`config.mk`:
```
export PLATFORM = sky130hd
export DESIGN_NAME = lcd_hex_display
export DESIGN_NICKNAME = d
export VERILOG_FILES = /design/src/rtl/lcd_hex_display.sv
export VERILOG_INCLUDE_DIRS = /design/src /design/src/rtl
export SDC_FILE = /design/constraint.sdc
export NUM_CORES = 2
export LEC_CHECK = 0
export ABC_AREA = 1
export ABC_CLOCK_PERIOD_IN_PS = 3120
export CAP_MARGIN = 15
export CORE_ASPECT_RATIO = 0.6
export CORE_MARGIN = 4
export CORE_UTILIZATION = 62
export CTS_CLUSTER_DIAMETER = 60
export DETAILED_ROUTE_END_ITERATION = 16
export HOLD_SLACK_MARGIN = 0.02
export PLACE_DENSITY = 0.76
export SLEW_MARGIN = 5
export SYNTH_ARGS = -nofsm -noshare
export SYNTH_HDL_FRONTEND = slang
export SYNTH_SLANG_ARGS = --single-unit
export TNS_END_PERCENT = 50
```
`constraint.sdc`:
```
create_clock -name lcd_pclk -period 3.12 [get_ports lcd_pclk]
set_input_delay 0.936 -clock lcd_pclk [delete_from_list [all_inputs] [get_ports lcd_pclk]]
set_output_delay 0.936 -clock lcd_pclk [all_outputs]
set_load 0.02 [all_outputs]
```
`src/rtl/lcd_hex_font.vh`:
```
// 8x8 hex glyphs '0'-'9','A'-'F' for the hex-dump renderer.
// Row 0 is the top byte of each 64-bit word; bit 7 of a row is the leftmost pixel.
function automatic logic [7:0] hex_font_row(input logic [3:0] digit, input logic [2:0] row);
   logic [63:0] glyph;
   case (digit)
      4'h0: glyph = 64'h3C666E7666663C00;
      4'h1: glyph = 64'h1838181818187E00;
      4'h2: glyph = 64'h3C66060C30607E00;
      4'h3: glyph = 64'h3C66061C06663C00;
      4'h4: glyph = 64'h0C1C3C6C7E0C0C00;
      4'h5: glyph = 64'h7E607C0606663C00;
      4'h6: glyph = 64'h3C66607C66663C00;
      4'h7: glyph = 64'h7E660C1818181800;
      4'h8: glyph = 64'h3C66663C66663C00;
      4'h9: glyph = 64'h3C66663E06663C00;
      4'hA: glyph = 64'h183C667E66666600;
      4'hB: glyph = 64'h7C66667C66667C00;
      4'hC: glyph = 64'h3C66606060663C00;
      4'hD: glyph = 64'h786C6666666C7800;
      4'hE: glyph = 64'h7E60607860607E00;
      default: glyph = 64'h7E60607860606000;
   endcase
   return glyph[{~row, 3'b000} +: 8];
endfunction

```
`src/rtl/lcd_hex_display.sv`:
```
// Hex-dump pixel source: UART bytes in a circular buffer, rendered as two hex digits + blank per byte.
// Optional blinking write cursor enabled by defining LCD_HEX_CURSOR_EN.
module lcd_hex_display #(
   parameter int          BYTES_PER_ROW = 8,
   parameter int          ROWS          = 16,
   parameter int          SCALE         = 2,
   parameter logic [23:0] FG_COLOR      = 24'hFFFFFF,
   parameter logic [23:0] BG_COLOR      = 24'h000000
) (
   input  logic        lcd_pclk,
   input  logic        rst_n,
   input  logic [7:0]  rx_data,
   input  logic        rx_valid,
   input  logic        clear,
   input  logic [10:0] pixel_x,
   input  logic [10:0] pixel_y,
   input  logic [10:0] h_disp,
   input  logic [10:0] v_disp,
   output logic [23:0] pixel_data,
   output logic [15:0] byte_cnt
);

   `include "lcd_hex_font.vh"

   localparam int                DEPTH       = BYTES_PER_ROW * ROWS;
   localparam int                IDX_W       = $clog2(DEPTH);
   localparam int                CELL_SHIFT  = $clog2(8 * SCALE);
   localparam int                SCALE_SHIFT = $clog2(SCALE);
   localparam logic [10:0]       X_LIMIT     = 11'(3 * BYTES_PER_ROW * 8 * SCALE);
   localparam logic [10:0]       ROW_LIMIT   = 11'(ROWS);
   localparam logic [IDX_W-1:0]  LAST_IDX    = IDX_W'(DEPTH - 1);

   logic [7:0]       mem [DEPTH];
   logic [DEPTH-1:0] valid_reg;
   logic [DEPTH-1:0] wr_hit;
   logic [IDX_W-1:0] wr_ptr_reg;
   logic [IDX_W-1:0] wr_ptr_next;
   logic [15:0]      byte_cnt_reg;
   logic [23:0]      pixel_reg;
   logic [23:0]      pixel_next;
   logic             do_write;

   // clear has priority: a byte arriving in the same cycle is dropped
   assign do_write    = rx_valid & ~clear;
   assign wr_ptr_next = (wr_ptr_reg == LAST_IDX) ? '0 : wr_ptr_reg + IDX_W'(1);

   for (genvar gi = 0; gi < DEPTH; gi++) begin : g_wr_hit
      assign wr_hit[gi] = do_write && (wr_ptr_reg == IDX_W'(gi));
   end

   always_ff @(posedge lcd_pclk) begin
      if (do_write) begin
         mem[wr_ptr_reg] <= rx_data;
      end
   end

   // ---------------- address decode ----------------
   logic [10:0]      y0;
   logic [10:0]      cell_col;
   logic [10:0]      cell_row;
   logic [10:0]      byte_col;
   logic [1:0]       phase;
   logic [15:0]      idx_full;
   logic [IDX_W-1:0] idx;
   logic [2:0]       glyph_row;
   logic [2:0]       glyph_col;
   logic [7:0]       cell_byte;
   logic [3:0]       digit;
   logic [7:0]       row_bits;
   logic             glyph_bit;
   logic             in_area;
   logic             cell_valid;
   logic             lit;
   logic             cursor_hit;
   logic             unused_idx_hi;

   assign y0        = pixel_y - 11'd1;
   assign cell_col  = pixel_x >> CELL_SHIFT;
   assign cell_row  = y0 >> CELL_SHIFT;
   assign byte_col  = cell_col / 11'd3;
   assign phase     = 2'(cell_col % 11'd3);
   assign idx_full  = 16'(cell_row) * 16'(BYTES_PER_ROW) + 16'(byte_col);
   assign idx       = idx_full[IDX_W-1:0];
   assign glyph_row = y0[SCALE_SHIFT +: 3];
   assign glyph_col = pixel_x[SCALE_SHIFT +: 3];

   // idx is only meaningful inside the text area, where it never exceeds DEPTH-1
   assign unused_idx_hi = ^idx_full[15:IDX_W];

   // Distributed read: a write at edge E is seen by the output register from edge E+1 on
   assign cell_byte  = mem[idx];
   assign digit      = (phase == 2'd0) ? cell_byte[7:4] : cell_byte[3:0];
   assign row_bits   = hex_font_row(digit, glyph_row);
   assign glyph_bit  = row_bits[~glyph_col];
   assign cell_valid = valid_reg[idx];

   assign in_area = (pixel_y != 11'd0) && (pixel_x < X_LIMIT) && (cell_row < ROW_LIMIT);
   assign lit     = in_area && (phase != 2'd2) && cell_valid && glyph_bit;

`ifdef LCD_HEX_CURSOR_EN
   logic [5:0] frame_cnt_reg;
   logic       frame_tick;

   assign frame_tick = (pixel_y == v_disp) && (pixel_x == h_disp - 11'd1);

   always_ff @(posedge lcd_pclk or negedge rst_n) begin
      if (!rst_n) begin
         frame_cnt_reg <= '0;
      end else if (frame_tick) begin
         frame_cnt_reg <= frame_cnt_reg + 6'd1;
      end
   end

   // Blink period: 32 frames shown, 32 frames inverted, on the high-nibble cell of wr_ptr
   assign cursor_hit = frame_cnt_reg[5] && in_area && (phase == 2'd0) && (idx == wr_ptr_reg);
`else
   logic unused_disp;
   assign unused_disp = ^{h_disp, v_disp};
   assign cursor_hit  = 1'b0;
`endif

   always_comb begin
      pixel_next = BG_COLOR;
      if (cursor_hit) begin
         if (!(cell_valid && glyph_bit)) begin
            pixel_next = FG_COLOR;
         end
      end else if (lit) begin
         pixel_next = FG_COLOR;
      end
   end

   always_ff @(posedge lcd_pclk or negedge rst_n) begin
      if (!rst_n) begin
         valid_reg    <= '0;
         wr_ptr_reg   <= '0;
         byte_cnt_reg <= '0;
         pixel_reg    <= '0;
      end else begin
         pixel_reg <= pixel_next;
         if (clear) begin
            valid_reg    <= '0;
            wr_ptr_reg   <= '0;
            byte_cnt_reg <= '0;
         end else if (rx_valid) begin
            valid_reg  <= valid_reg | wr_hit;
            wr_ptr_reg <= wr_ptr_next;
            if (byte_cnt_reg != 16'hFFFF) begin
               byte_cnt_reg <= byte_cnt_reg + 16'd1;
            end
         end
      end
   end

   assign pixel_data = pixel_reg;
   assign byte_cnt   = byte_cnt_reg;

endmodule

```
==> metrics.md <==
| Metric | Value |
|---|---|
| Critical path's slowest cell | or2_2 |
| # rows | 81 |
| Cells after Synth | 4,958 |
| I/O pins | 96 |
| Core footprint | 0.08229 mm^2 |
| Slew Viols, Final | 0 |
| Final clock skew | 0.01879 ns |
| DRT Pass-1 Iters | 6 |
| Leakage | 24.72 nW |
| Tightest Pin Transition | 0.8621 ns |
| Top cell type's share of synthesized area | 59.20% |
| CP endpoint kind | flip-flop |
| Max cap viols | 0 |
| Final hold violations | 0 |
| Reg2reg path depth | 21 |
| CP Class | in -> reg |
| Syn Std Cell Area | 0.05194 mm^2 |
| Final period utilization | 203.5% |
| Commonest non-fill, non-tap cell in the layout | edfxtp_1 |
| Root Driver | clkbuf_16 |
| Total number of vias | 41,150 |
| Post-synth net total | 5,038 |
| RSZ-0062 raised after global routing | true |
| Vias per inst | 6.264 |
| Synth Register Bits | 1,176 |
| Post-synthesis async set-or-reset flop share | 12.93% |
| Antenna Nets Post-Route | 0 |
| Yosys warns | 0 |
| Failing checks | setup timing |
| P per Cell Area | 676.9 mW/mm^2 |
| Distinct cell type count of the synthesized netlist | 39 |
| Critical path launch point type | primary input |
| Final std cells w/o fill | 6,569 |
| Clock buffer depth | 3 |
| Worst-path clk slew | 0.07 ns |
| Slew HR | 42.53% |
| Congestion Overflow GR | 0 |
| WL/cell | 24.09 um |
| Post-DP HPWL | 94.44 mm |
| Post-layout min period | 6.348 ns |
| CP dominant cell by count | nand2_1 |
| Pin count of the biggest net entering global routing | 125 |
| IO buf count | 72 |
| Clk sinks | 1,176 |
| Place WS | -4.721 ns |
| Main synth FF type | edfxtp_1 |
| Final setup vio count | 1 |
| Status | complete, but fails checks |
| Number of synthesized flops with an enable pin | 1,024 |
| Die Height | 232.2 um |
| Crit-path max FO | 16 |
| DR iter-0 viols | 6,422 |
| Fin Hold WS | 0.2106 ns |
| Layout Utilization | 76.55% |
| Worst vdd ir | 0.6128 mV |
| Max incr delay on CP | 0.31 ns |
| Detailed-route DRC error count | 0 |
| Clock buffer count from CTS | 101 |
| Share of post-route cells with drive strength above 1 | 18.58% |
| Total Routing Usage GR | 35.38% |
| Commonest non-fill, non-tap cells in the layout | edfxtp_1 (1,024), nand2_1 (1,023), nand3_1 (902) |
| Clk Latency, worst-skew pair | 0.72 ns |
| Synth-to-layout area growth | 21.28% |
| Placed cell count | 6,313 |
| Die Wd | 381.7 um |
| Synth area leader | edfxtp_1 |
| Seq/Total Area, Yosys | 66.52% |
| Htree depth | 3 |
| Antenna violations before repair | 0 |
| Total Die Area | 0.08862 mm^2 |
| Initial core utilization | 63.12% |
| CTS Hold Buffers Added | 0 |
| Number of global-route vias before repair | 39,240 |
| Detailed Route WL | 158.2 mm |
| Hold WC Path Type | in -> async |
| First-pass GRT wire length | 238.2 mm |
| CTS tree | built |
| Worst Path Arrival | 6.95 ns |
| Worst EP required | 3.73 ns |
| Avg Inst Size Synth | 10.48 um^2 |
| Maximum clock rate | 157.5 MHz |
| Final worst slack | -3.228 ns |
| Final #Nets | 5,443 |
| Placer Congestion | 0.9551 |
| Largest register FFs | 1,024 |
| Synth area leaders | edfxtp_1 (59%), nand3_1 (10%), nand2_1 (7.6%) |
per-layer routing:
metal  up-vias  global-route usage [%]  share of wire (%)
li1      18000                       -                  -
met1     19540                   52.12                 38
met2      3202                   50.01                 42
met3       412                   11.26                 16
met4         0                   12.22                3.3
met5         -                       0                  0
where the power goes:
group          switching (mW)  total (mW)  internal, mW
Clock                    5.88        13.5          7.57
Sequential             0.0112        17.1          17.1
Combinational            7.75        12.1          4.32
Total                    13.6        42.6          29.0
critical path, delay by kind of cell:
family	cells	cell delay [ns]
AOI/OAI and AO/OA	5	0.77
buffers and inverters	13	1.60
and+or+nand+nor	32	3.05
adders and majority gates	3	0.52
cell type report:
type                            count  area [um^2]
Antenna cell                        3        7.507
Sequential cell                  1176        34550
Clock buffer                      129         2704
Tap cell                         1120         1401
Clock inverter                     57        777.0
Multi-Input combinational cell   2969        15550
Timing Repair Buffer              630         6116
Fill cell                        5116        19300
Inverter                          485         1891
stage by stage:
stage	cell area (um^2)	power, mW	TNS [ns]
after floorplan	52390	22.97	-2.757
after global placement	57110	26.99	-4.833
after detailed placement	57110	27.08	-5.064
after CTS	62600	41.73	-3.324
after global routing	62990	44.00	-5.755
final	63000	42.64	-3.228
path summary, 6_finish.rpt:
kind                                 from        endpoint  slack (ns)
max                            pixel_x[9]  pixel_data[22]       -3.23
min                                 rst_n     byte_cnt[8]        0.21
max reg2reg                   mem[116][4]  pixel_data[22]        0.17
min reg2reg                valid_reg[116]  valid_reg[116]        0.48
max in group asynchronous           rst_n   wr_ptr_reg[4]        2.21
min in group lcd_pclk      valid_reg[116]  valid_reg[116]        0.48
repair_timing:
action / 4_1_cts / 5_1_grt
gates cloned: 11 / 1
endpoints found under the setup margin: 25 / 25
pin swaps: 98 / 60
setup buffers: 50 / 6
resized for setup: 301 / 68
cell families (layout without fill, tap and decap cells):
family,Yosys count,count (layout),share of synthesized area (%)
buf+inv,813,1301,6.460
xor+xnor,11,11,0.1855
compound gates,530,530,5.827
other cells,0,3,0
fa+ha+maj,24,24,0.5926
simple gates,2404,2404,20.41
flops,1176,1176,66.52
synth_stat cells (2+ instances only):
master,instances
a21oi_1,98
nand2_1,1056
o21bai_1,3
o211ai_1,102
nand3_2,6
nand2_2,5
clkbuf_1,123
nand3b_1,18
edfxtp_1,1024
nand4_1,13
xnor2_1,5
buf_4,41
nor2_2,4
dfrtp_1,152
buf_2,108
o21ai_0,207
nand3_1,1077
inv_2,17
nor4_1,2
o22ai_1,62
inv_1,459
nor3_1,17
o21ai_1,48
buf_1,54
nor2_1,200
o21ai_2,4
buf_6,2
clkinv_1,9
a211oi_1,3
a221oi_1,3
ha_1,23
xor2_1,6
Note: power is estimated with default switching activity, not from simulation.
